$ cat src/rtl/ram_bus_arbiter.sv
// Arbiter for the single-port program/data RAM shared by the CPU path and the debug/loader port.
// Every access is one ACCESS cycle followed by one DONE cycle. Grants are decided on the edges that leave IDLE or DONE.
module ram_bus_arbiter #(
  parameter int ADDR_W   = 8,
  parameter int DATA_W   = 8,
  parameter int MAX_HOLD = 4
) (
  input  logic              CLK,
  input  logic              RST,
  input  logic              CPU_REQ,
  input  logic              CPU_WE,
  input  logic [ADDR_W-1:0] CPU_ADDR,
  input  logic [DATA_W-1:0] CPU_WDATA,
  output logic              CPU_GNT,
  output logic              CPU_ACK,
  output logic [DATA_W-1:0] CPU_RDATA,
  input  logic              DBG_REQ,
  input  logic              DBG_WE,
  input  logic [ADDR_W-1:0] DBG_ADDR,
  input  logic [DATA_W-1:0] DBG_WDATA,
  output logic              DBG_GNT,
  output logic              DBG_ACK,
  output logic [DATA_W-1:0] DBG_RDATA,
  output logic [ADDR_W-1:0] RAM_ADDR,
  output logic [DATA_W-1:0] RAM_WDATA,
  output logic              RAM_RW,
  output logic              RAM_EN,
  input  logic [DATA_W-1:0] RAM_RDATA,
  output logic              HALT
);
  localparam logic [3:0] MAX_HOLD_CNT = 4'(MAX_HOLD);

  typedef enum logic [1:0] {IDLE, ACCESS, DONE} state_t;

  state_t     state_reg;
  logic       last_owner_reg;  // 0 = CPU, 1 = DBG
  logic [3:0] hold_cnt_reg;
  logic [3:0] hold_cnt_next;
  logic [1:0] req;
  logic       grant_valid;
  logic       grant_idx;
  logic       other_req;

  assign req = {DBG_REQ, CPU_REQ};

  always_comb begin
    grant_valid = |req;
    grant_idx   = DBG_REQ;
    if (&req) begin
      // The owner finishing in DONE may continue until it reaches its burst cap.
      if (state_reg == DONE && hold_cnt_reg < MAX_HOLD_CNT)
        grant_idx = last_owner_reg;
      else
        grant_idx = ~last_owner_reg;
    end
    other_req = req[~grant_idx];
    if (!other_req)
      hold_cnt_next = 4'd0;
    else if (grant_idx == last_owner_reg)
      hold_cnt_next = hold_cnt_reg + 4'd1;
    else
      hold_cnt_next = 4'd1;
  end

  always_ff @(posedge CLK or posedge RST) begin
    if (RST) begin
      state_reg      <= IDLE;
      last_owner_reg <= 1'b1;
      hold_cnt_reg   <= 4'd0;
      RAM_ADDR       <= '0;
      RAM_WDATA      <= '0;
      RAM_RW         <= 1'b0;
      RAM_EN         <= 1'b0;
    end else begin
      case (state_reg)
        ACCESS: begin
          RAM_EN    <= 1'b0;
          state_reg <= DONE;
        end
        default: begin
          hold_cnt_reg <= hold_cnt_next;
          if (grant_valid) begin
            RAM_ADDR       <= grant_idx ? DBG_ADDR : CPU_ADDR;
            RAM_WDATA      <= grant_idx ? DBG_WDATA : CPU_WDATA;
            RAM_RW         <= grant_idx ? DBG_WE : CPU_WE;
            RAM_EN         <= 1'b1;
            last_owner_reg <= grant_idx;
            state_reg      <= ACCESS;
          end else begin
            state_reg <= IDLE;
          end
        end
      endcase
    end
  end

  // Per-requester grant, completion pulse and read-data holding register.
  generate
    for (genvar gi = 0; gi < 2; gi++) begin : g_port
      logic              gnt_reg;
      logic              ack_reg;
      logic [DATA_W-1:0] rdata_reg;

      always_ff @(posedge CLK or posedge RST) begin
        if (RST) begin
          gnt_reg   <= 1'b0;
          ack_reg   <= 1'b0;
          rdata_reg <= '0;
        end else if (state_reg == ACCESS) begin
          if (last_owner_reg == 1'(gi)) begin
            ack_reg <= 1'b1;
            if (!RAM_RW)
              rdata_reg <= RAM_RDATA;
          end
        end else begin
          ack_reg <= 1'b0;
          gnt_reg <= grant_valid && (grant_idx == 1'(gi));
        end
      end
    end
  endgenerate

  assign CPU_GNT   = g_port[0].gnt_reg;
  assign CPU_ACK   = g_port[0].ack_reg;
  assign CPU_RDATA = g_port[0].rdata_reg;
  assign DBG_GNT   = g_port[1].gnt_reg;
  assign DBG_ACK   = g_port[1].ack_reg;
  assign DBG_RDATA = g_port[1].rdata_reg;
  assign HALT      = DBG_REQ | DBG_GNT;

endmodule

$ cat config.mk
export PLATFORM = sky130hd
export DESIGN_NAME = ram_bus_arbiter
export DESIGN_NICKNAME = d
export VERILOG_FILES = /design/src/rtl/ram_bus_arbiter.sv
export SDC_FILE = /design/constraint.sdc
export NUM_CORES = 1
export LEC_CHECK = 0
export CAP_MARGIN = 20
export CORE_ASPECT_RATIO = 2
export CORE_MARGIN = 1.5
export CORE_UTILIZATION = 37
export DETAILED_ROUTE_END_ITERATION = 16
export PLACE_DENSITY = 0.75
export SLEW_MARGIN = 0
export SYNTH_ARGS = -nofsm -noshare
export SYNTH_HDL_FRONTEND = slang
export SYNTH_SLANG_ARGS = --single-unit
$ cat constraint.sdc
create_clock -name CLK -period 2.4 [get_ports CLK]
set_input_delay 0.6 -clock CLK [delete_from_list [all_inputs] [get_ports CLK]]
set_output_delay 0.6 -clock CLK [all_outputs]
set_load 0.03 [all_outputs]
==> impl_metrics.json <==
{
  "pin_count": 85,
  "yosys.area.top_type": "dfrtp_1",
  "postCtsSetupBuffers": 0,
  "synth_edf_count": 0,
  "synth_ff_type": "dfrtp_1",
  "pwr_density_cell_mw_per_mm2": 1370,
  "hold_class": "reg -> reg",
  "fill_cells": 441,
  "yosys-top-cells-count": "dfrtp_1 (44), nor2_1 (22), a31oi_1 (17), nand3_1 (17), mux2_2 (16)",
  "cts_tree": "yes",
  "yosysSeqAreaShare_pct": 57.8,
  "crit_chain": "clkdlybuf4s50_1, or2_2, dlygate4sd2_1",
  "clkTransAtPathRegs_ns": 0.09,
  "netlist.area_leader.share_pct": 56.4,
  "clock_sinks": 45,
  "place.gp.congestion": 0.728,
  "endpoint_kind": "output pin",
  "synth_top_cells_by_area": "dfrtp_1 (56%), mux2_2 (9.2%), a31oi_1 (5.4%), nand3_1 (4.4%), nor2_1 (4.2%)",
  "synthMostInstantiatedCell": "dfrtp_1",
  "grtUsageTotal_pct": 18.2,
  "clock_latency_ns": 0.30,
  "final.min_clock_period_ns": 2.29,
  "setup_tns_ns": 0,
  "cts_buffer_depth": 2,
  "clock-root-buffer": "clkbuf_8",
  "core_sq_mm": 0.00509,
  "cp.buffers_inverters": 2,
  "rsz0062_at_grt": "no",
  "seq_area_sq_mm": 0.00113,
  "worstSetupPathType": "in -> out",
  "syn2layout_area_growth_pct": 52.9,
  "synth-seq-cells": 45,
  "worst_ep_arrival_time_ns": 1.69,
  "grt_pass1_wl_um": 7710,
  "synth_cells": 174,
  "via_count": 1647,
  "antenna_found_initial": 0,
  "multi_input_area_sq_um": 752,
  "status": "completed",
  "rrSetupSlack_ns": 0.66,
  "startpoint": "DBG_REQ",
  "dr.pass1.iters": 4,
  "slew_headroom_pct": 64.2,
  "max_freq_mhz": 437,
  "min_period_over_period_pct": 95.3,
  "yosys.cell_types.count": 32,
  "grt_max_degree": 36,
  "async_flop_share_pct": 100,
  "portBuffers": 84,
  "initial_core_util_pct": 38.3,
  "startpoint_type": "input port",
  "slowest_delay_ns": 0.44,
  "drt_iter0_markers": 21,
  "cp_max_fo": 2,
  "r2r-start": "hold_cnt_reg[3]",
  "p_leak_nw": 1.22,
  "grt_pass1_vias": 1689,
  "maxCapViolations": 0,
  "min_from": "RAM_EN",
  "final_hold_viol_count": 0,
  "totalWireLength_um": 4600,
  "syn_area_sq_mm": 0.00195,
  "syn_area_per_cell_sq_um": 11.2,
  "diodes": 0,
  "die_h_um": 106,
  "tightest_slew_ns": 0.536,
  "finalNetCount": 307,
  "cts_made_buffers": 5,
  "drv_slew": 0,
  "postSynthNetCount": 221,
  "antenna_left": 0,
  "finalClockSkew_ns": 0.0115,
  "wl_per_cell_um": 14.4,
  "irDropWorstVdd_v": 0.000897,
  "die_area_sq_mm": 0.00575,
  "drc": 0,
  "drive_above_1_share_pct": 14.6,
  "p_total_mw": 4.09,
  "routed_via_density": 5.16,
  "die_w_um": 54.4,
  "cpMaxStageDelayCell": "clkdlybuf4s50_1",
  "ys_warn_count": 0,
  "finalSetupViolations": 0,
  "grt_overflow": 0,
  "critical_path_required_ns": 1.80,
  "cp_top_family": "buffers and inverters",
  "hpwl_um": 3370,
  "placementRows": 37,
  "ctsHtreeMaxLevel": 2
}
-- power breakdown --
part           total (mW)  switching (mW)  internal (mW)  leakage (nW)
sequential           1.33           0.209           1.12         0.532
combinational        2.18            1.22          0.962         0.638
clock               0.580           0.269          0.312        0.0543
-- placed cells by master, fill, tap and decap left out, types with 2 or more instances in the layout --
| cell | count |
|---|---|
| mux2_2 | 16 |
| nor2_1 | 22 |
| a22o_1 | 2 |
| a31oi_1 | 17 |
| inv_1 | 3 |
| o21ai_0 | 8 |
| clkbuf_8 | 5 |
| nand3_1 | 17 |
| dfrtp_1 | 44 |
| buf_4 | 3 |
| a21oi_1 | 3 |
| and2_1 | 2 |
| nand2_1 | 3 |
| o21ai_1 | 10 |
| clkdlybuf4s50_1 | 83 |
| buf_12 | 2 |
-- area by class of cell --
type                    count  share of cell area (%)
flip-flops and latches     45                    37.8
repair buffers             89                    30.2
multi-input cells         115                    25.2
well taps                  58                    2.43
clock buffers               5                    2.31
clock inverters             3                    1.55
inverters                   4                   0.503
-- per-stage QoR --
stage | hold slack (ns) | setup slack (ns) | util [%] | area, sq um | std cells
6_report | 0.489 | 0.113 | 58.6 | 2980 | 319
5_1_grt | 0.527 | 0.103 | 58.6 | 2980 | 319
4_1_cts | 0.494 | 0.0982 | 58.6 | 2980 | 319
3_5_place_dp | 0.473 | -0.137 | 56.4 | 2870 | 311
3_3_place_gp | 0.467 | -0.136 | 56.4 | 2870 | 311
2_1_floorplan | 0.453 | 0.655 | - | 1950 | 174
-- kinds of logic (layout without fill, tap and decap cells) --
kind of cell / count (synthesis) / after routing / synth area share (%)
adders and majority gates: 1 / 1 / 0.641
DFF: 45 / 45 / 57.8
muxes: 18 / 18 / 10.7
buffers and inverters: 14 / 101 / 3.72
and+or+nand+nor: 52 / 52 / 14.0
AOI/OAI and AO/OA: 44 / 44 / 13.2
-- final timing paths --
check	end	cells past startpoint
setup / recovery	HALT	3
max in group asynchronous	state_reg[1]	3
min in group asynchronous	CPU_RDATA[3]	2
hold reg to reg	RAM_EN	1
hold / removal	RAM_EN	1
setup reg to reg	RAM_WDATA[0]	5
-- per-layer routing --
layer  part of all wire, %  GRT usage (%)  vias to the layer above
li1                      -              -                      792
met3                   6.2           4.39                        5
met2                    55           31.0                       66
met4                   2.1           7.50                        0
met1                    37           20.5                      784
met5                     0              0                        -
-- timing repair --
item / in CTS / in global routing
resized for setup: 1 / 0
endpoints found under the setup margin: 1 / 0
hold buffers: 0 / 0
No activity file was read; power rests on OpenSTA's default activity.
